--- src/rtl/ram_port_arbiter.sv ---
// Arbiter in front of the single-port 64x16 program/data RAM.
// Port A is the UART boot loader and port B is the CPU. Round-robin
// arbitration is used in RUN. The CPU can hold the RAM for read-modify-write
// (LOCK_B). While BOOT is active, only the loader is served and the CPU is
// stalled.
//
// Handshake: a port raises req and holds adr/we/wdata stable. A transfer
// happens at the rising edge where req & gnt & ce are all 1. gnt is
// combinational from the registered state and the current reqs, so a
// requester must not make req depend on gnt. For a read, the port's rvalid
// is 1 in the following cycle and rdata then carries the RAM output.
module ram_port_arbiter #(
  parameter int ADR_W    = 6,
  parameter int DATA_W   = 16,
  parameter int LOCK_MAX = 4
) (
  input  logic              clk,
  input  logic              rst,
  input  logic              ce,
  input  logic              boot,
  input  logic              a_req,
  input  logic              a_we,
  input  logic [ADR_W-1:0]  a_adr,
  input  logic [DATA_W-1:0] a_wdata,
  output logic              a_gnt,
  output logic              a_rvalid,
  input  logic              b_req,
  input  logic              b_we,
  input  logic [ADR_W-1:0]  b_adr,
  input  logic [DATA_W-1:0] b_wdata,
  input  logic              b_lock,
  output logic              b_gnt,
  output logic              b_rvalid,
  output logic [DATA_W-1:0] rdata,
  output logic              ram_enable,
  output logic              ram_rw,
  output logic [ADR_W-1:0]  ram_adr,
  output logic [DATA_W-1:0] ram_in,
  input  logic [DATA_W-1:0] ram_out,
  output logic              cpu_stall,
  output logic [1:0]        state_dbg
);

  localparam int CNT_W = $clog2(LOCK_MAX + 1);

  typedef enum logic [1:0] {
    RUN    = 2'd0,
    LOCK_B = 2'd1,
    BOOT   = 2'd2
  } state_t;

  state_t           state, state_nx;
  logic             rr_a, rr_a_nx;          // 1: A wins a tie, 0: B wins a tie
  logic [CNT_W-1:0] lock_cnt, lock_cnt_nx;
  logic             a_xfer, b_xfer;

  assign state_dbg = state;
  assign cpu_stall = (state == BOOT);
  assign rdata     = ram_out;
  assign a_xfer    = a_req & a_gnt;
  assign b_xfer    = b_req & b_gnt;

  // Grant decision. Reset and ce=0 block every grant. boot is not an input here.
  always_comb begin
    a_gnt = 1'b0;
    b_gnt = 1'b0;
    if (ce && !rst) begin
      case (state)
        RUN: begin
          if (a_req && b_req) begin
            a_gnt = rr_a;
            b_gnt = ~rr_a;
          end else begin
            a_gnt = a_req;
            b_gnt = b_req;
          end
        end
        LOCK_B:  b_gnt = b_req;
        BOOT:    a_gnt = a_req;
        default: ;
      endcase
    end
  end

  // Route the granted port to the RAM. Drive zeros when the RAM is idle.
  always_comb begin
    ram_enable = a_gnt | b_gnt;
    ram_rw     = 1'b0;
    ram_adr    = '0;
    ram_in     = '0;
    if (a_gnt) begin
      ram_rw  = a_we;
      ram_adr = a_adr;
      ram_in  = a_wdata;
    end else if (b_gnt) begin
      ram_rw  = b_we;
      ram_adr = b_adr;
      ram_in  = b_wdata;
    end
  end

  // Next state, round-robin pointer and lock counter.
  always_comb begin
    state_nx    = state;
    rr_a_nx     = rr_a;
    lock_cnt_nx = lock_cnt;
    case (state)
      RUN: begin
        if (a_xfer) rr_a_nx = 1'b0;
        if (b_xfer) rr_a_nx = 1'b1;
        if (boot) begin
          // Boot takes priority over a lock request. The B transfer in this
          // cycle still completes.
          state_nx = BOOT;
        end else if (b_xfer && b_lock) begin
          if (LOCK_MAX > 1) begin
            state_nx    = LOCK_B;
            lock_cnt_nx = CNT_W'(1);
          end
        end
      end
      LOCK_B: begin
        // A pending boot request waits here until the lock is released.
        if (b_xfer) begin
          if (!b_lock || lock_cnt == CNT_W'(LOCK_MAX - 1)) begin
            state_nx    = RUN;
            rr_a_nx     = 1'b1;
            lock_cnt_nx = '0;
          end else begin
            lock_cnt_nx = lock_cnt + CNT_W'(1);
          end
        end
      end
      BOOT: begin
        if (!boot) begin
          state_nx = RUN;
          rr_a_nx  = 1'b0;
        end
      end
      default: state_nx = RUN;
    endcase
  end

  // State registers. They advance only on edges where ce=1.
  always_ff @(posedge clk or posedge rst) begin
    if (rst) begin
      state    <= RUN;
      rr_a     <= 1'b0;
      lock_cnt <= '0;
    end else if (ce) begin
      state    <= state_nx;
      rr_a     <= rr_a_nx;
      lock_cnt <= lock_cnt_nx;
    end
  end

  // Read-valid strobes line up with the RAM output one cycle after a read.
  always_ff @(posedge clk or posedge rst) begin
    if (rst) begin
      a_rvalid <= 1'b0;
      b_rvalid <= 1'b0;
    end else if (ce) begin
      a_rvalid <= a_xfer & ~a_we;
      b_rvalid <= b_xfer & ~b_we;
    end
  end

endmodule
--- config.mk ---
export PLATFORM = sky130hd
export DESIGN_NAME = ram_port_arbiter
export DESIGN_NICKNAME = d
export VERILOG_FILES = /design/src/rtl/ram_port_arbiter.sv
export SDC_FILE = /design/constraint.sdc
export NUM_CORES = 1
export LEC_CHECK = 0
export BUFFER_PORTS_ARGS = -buffer_cell sky130_fd_sc_hd__buf_2
export CAP_MARGIN = 10
export CORE_ASPECT_RATIO = 0.75
export CORE_MARGIN = 1.5
export CORE_UTILIZATION = 30
export CTS_BUF_LIST = sky130_fd_sc_hd__clkbuf_8 sky130_fd_sc_hd__clkbuf_16
export DETAILED_ROUTE_END_ITERATION = 8
export GPL_TIMING_DRIVEN = 0
export PLACE_DENSITY_LB_ADDON = 0.15
export REMOVE_ABC_BUFFERS = 1
export SETUP_SLACK_MARGIN = 0.3
export SYNTH_ARGS = -nofsm -noshare
export SYNTH_HDL_FRONTEND = slang
export SYNTH_SLANG_ARGS = --single-unit
export TNS_END_PERCENT = 1
--- constraint.sdc ---
create_clock -name clk -period 2.4 [get_ports clk]
set_input_delay 0.48 -clock clk [delete_from_list [all_inputs] [get_ports clk]]
set_output_delay 0.48 -clock clk [all_outputs]
set_load 0.01 [all_outputs]
==> flow_metrics.env <==
export IMPL_status="finished, final reports clean"
export IMPL_avgSynthCellArea_sq_um=8.69
export IMPL_grt_pass1_wl_um=5550
export IMPL_crit_fanout=12
export IMPL_yosysWarnings=0
export IMPL_critPathKind="reg2out"
export IMPL_rsz0062_at_grt="true"
export IMPL_routedWlPerCell_um=16.5
export IMPL_multiInputGateArea_sq_um=697
export IMPL_worst_path_buf_inv=3
export IMPL_start_util=0.322
export IMPL_setup_viol=0
export IMPL_cts_tree="yes"
export IMPL_firstDrtPassIters=4
export IMPL_crit_slowest_cell="dfrtp_1"
export IMPL_maxCapViolations=0
export IMPL_dr_first_iter_drc_count=25
export IMPL_synth_common_cells="23 x a22o_1, 16 x buf_4, 10 x inv_1"
export IMPL_synthArstFlopShare=1.00
export IMPL_reg2reg_slack_ns=0.41
export IMPL_crit_family="compound AO/OA/AOI/OAI gates"
export IMPL_relSlewSlack=0.686
export IMPL_dp_hpwl_um=2760
export IMPL_setup_ws_ns=0.0251
export IMPL_antenna_found_initial=0
export IMPL_finalCritPeriodShare=0.990
export IMPL_die_w_um=68.8
export IMPL_portBuffers=83
export IMPL_crit_required_ns=1.92
export IMPL_root_buffer="clkbuf_8"
export IMPL_die_area_sq_um=3600
export IMPL_grt_usage=0.211
export IMPL_final_max_slew_viol_count=0
export IMPL_drive_gt1_frac=0.608
export IMPL_arrival_ns=1.89
export IMPL_nNetsFinal=272
export IMPL_numCtsBuffers=3
export IMPL_die_h_um=52.3
export IMPL_syn_inst=112
export IMPL_fillCellCount=300
export IMPL_synth_area_leaders="a22o_1 21%, dfrtp_1 21%, buf_4 12%"
export IMPL_ios=116
export IMPL_power_leakage_nw=0.863
export IMPL_holdWs_ns=0.229
export IMPL_grt_max_degree=14
export IMPL_vias=1191
export IMPL_core_area_sq_um=3020
export IMPL_cts_hold_buf=0
export IMPL_fin_worst_skew_ns=0.00859
export IMPL_fmax_mhz=421
export IMPL_syn_cell_area_sq_um=973
export IMPL_clk_pin_slew_ns=0.05
export IMPL_cp_end_kind="primary output"
export IMPL_ys_types=30
export IMPL_register_area_sq_um=200
export IMPL_synth_top_area_share=0.207
export IMPL_via_per_inst=5.13
export IMPL_synth_edf_count=0
export IMPL_num_rows=17
export IMPL_grt_pass1_vias=1173
export IMPL_ir_drop_v=0.000284
export IMPL_yosysSeqAreaShare=0.206
export IMPL_antennaDiodeCount=0
export IMPL_worst_pin_slew_ns=0.470
export IMPL_route_detailed_drc=0
export IMPL_synth_main_ff_cell="dfrtp_1"
export IMPL_crit_path_start_kind="register"
export IMPL_wl_um=3830
export IMPL_hold_class="in2async"
export IMPL_power_density_nw_per_um2=675
export IMPL_gr_total_overflow=0
export IMPL_cts_buffer_depth=2
export IMPL_clk_insertion_delay_late_ns=0.23
export IMPL_htreeDepth=1
export IMPL_ys_seq_elements=8
export IMPL_period_minus_slack_ns=2.37
export IMPL_gp_congestion=0.745
export IMPL_cp_slowest_stage_delay_ns=0.39
export IMPL_hold_viol_final=0
export IMPL_drtAntennaViolNets=0
export IMPL_synth_most_common_cell="a22o_1"
export IMPL_cts_num_sinks=8
export IMPL_path_cells="buf_4 -> ha_2 -> o21ai_4 -> a21oi_4 -> buf_12 -> a22o_1 -> buf_2"
export IMPL_syn_to_final_growth_pct=64.4
export IMPL_synth_top_area_cell="a22o_1"
export IMPL_dp_slack_ns=-0.415
## worst paths after layout
check / start / end / depth (start not counted)
worst max-delay path: state_dbg[0] / ram_adr[4] / 7
worst min-delay path: rst / rr_a / 2
worst max register to register: state_dbg[1] / lock_cnt[0] / 5
worst min register to register: lock_cnt[2] / lock_cnt[2] / 1
max in group asynchronous: rst / lock_cnt[1] / 2
min in group clk: a_we / a_rvalid / 2
## worst reg2reg max path: cells and delay by family, from the launching register on
| family | cells | cell delay, ns |
|---|---|---|
| AOI/OAI and AO/OA | 2 | 0.64 |
| adders and majority gates | 1 | 0.32 |
| muxes | 1 | 0.36 |
| buffers and inverters | 1 | 0.14 |
| DFF | 1 | 0.42 |
## what timing repair did
action	in CTS	in global routing
buffers inserted	14	0
resized for setup	21	2
endpoints found under the setup margin	26	29
cloned	3	0
pin swaps	14	3
## cell usage in the layout (no fill, tap or decap), drive strengths merged
master     n
buf       97
a22o      23
inv       11
dfrtp      8
ha         7
o21ai      6
nand2      5
a21oi      5
nor2       4
mux2       3
o22ai      3
clkbuf     3
nand2b     2
nor2b      2
o211ai     2
nand3      2
and3b      1
a21boi     1
a2111oi    1
and2b      1
a31o       1
nand3b     1
o2111ai    1
or4        1
nor3       1
o22a       1
clkinvlp   1
## logic make-up (layout without fill, tap and decap cells)
group	Yosys count	after routing	share of synthesized area
AOI/OAI and AO/OA	42	44	0.359
buffers and inverters	32	112	0.192
and+or+nand+nor	20	20	0.120
DFF	8	8	0.206
adders and majority gates	7	7	0.0900
muxes	3	3	0.0347
## sequential cells by signal, indices dropped and copies added (netlist names)
register	flops
state_dbg	2
rr_a	1
a_rvalid	1
lock_cnt	3
b_rvalid	1
## stage by stage
stage / cell area [sq um] / instances / power, W / TNS [ns] / utilization
after global placement: 1290 / 212 / 0.000656 / -7.16 / 0.428
after CTS: 1590 / 232 / 0.00106 / 0 / 0.525
after floorplan: 828 / 91 / 0.000495 / 0 / -
after detailed placement: 1290 / 212 / 0.000665 / -9.21 / 0.428
final: 1600 / 232 / 0.00108 / 0 / 0.530
after global routing: 1600 / 232 / 0.00115 / -0.435 / 0.530
## metal layers
layer | part of all wire | global-route usage
met5 | 0 | 0
met1 | 0.43 | 0.257
met4 | 0.011 | 0.0719
met3 | 0.061 | 0.0903
met2 | 0.50 | 0.332
## final cells by class
cell class	count	share of cell area
clock buffer	3	0.0258
inverter	11	0.0274
timing repair inverter	1	0.00469
multi-input combinational	74	0.435
timing repair buffer	97	0.352
tap	38	0.0297
sequential	8	0.125
## where the power goes
| part | switching, W | internal, W | leakage, nW |
|---|---|---|---|
| clock network | 0.0000556 | 0.000109 | 0.0216 |
| registers | 0.0000321 | 0.000165 | 0.103 |
| logic | 0.000358 | 0.000362 | 0.739 |
| total | 0.000445 | 0.000635 | 0.863 |
(Power assumes the default switching activity.)
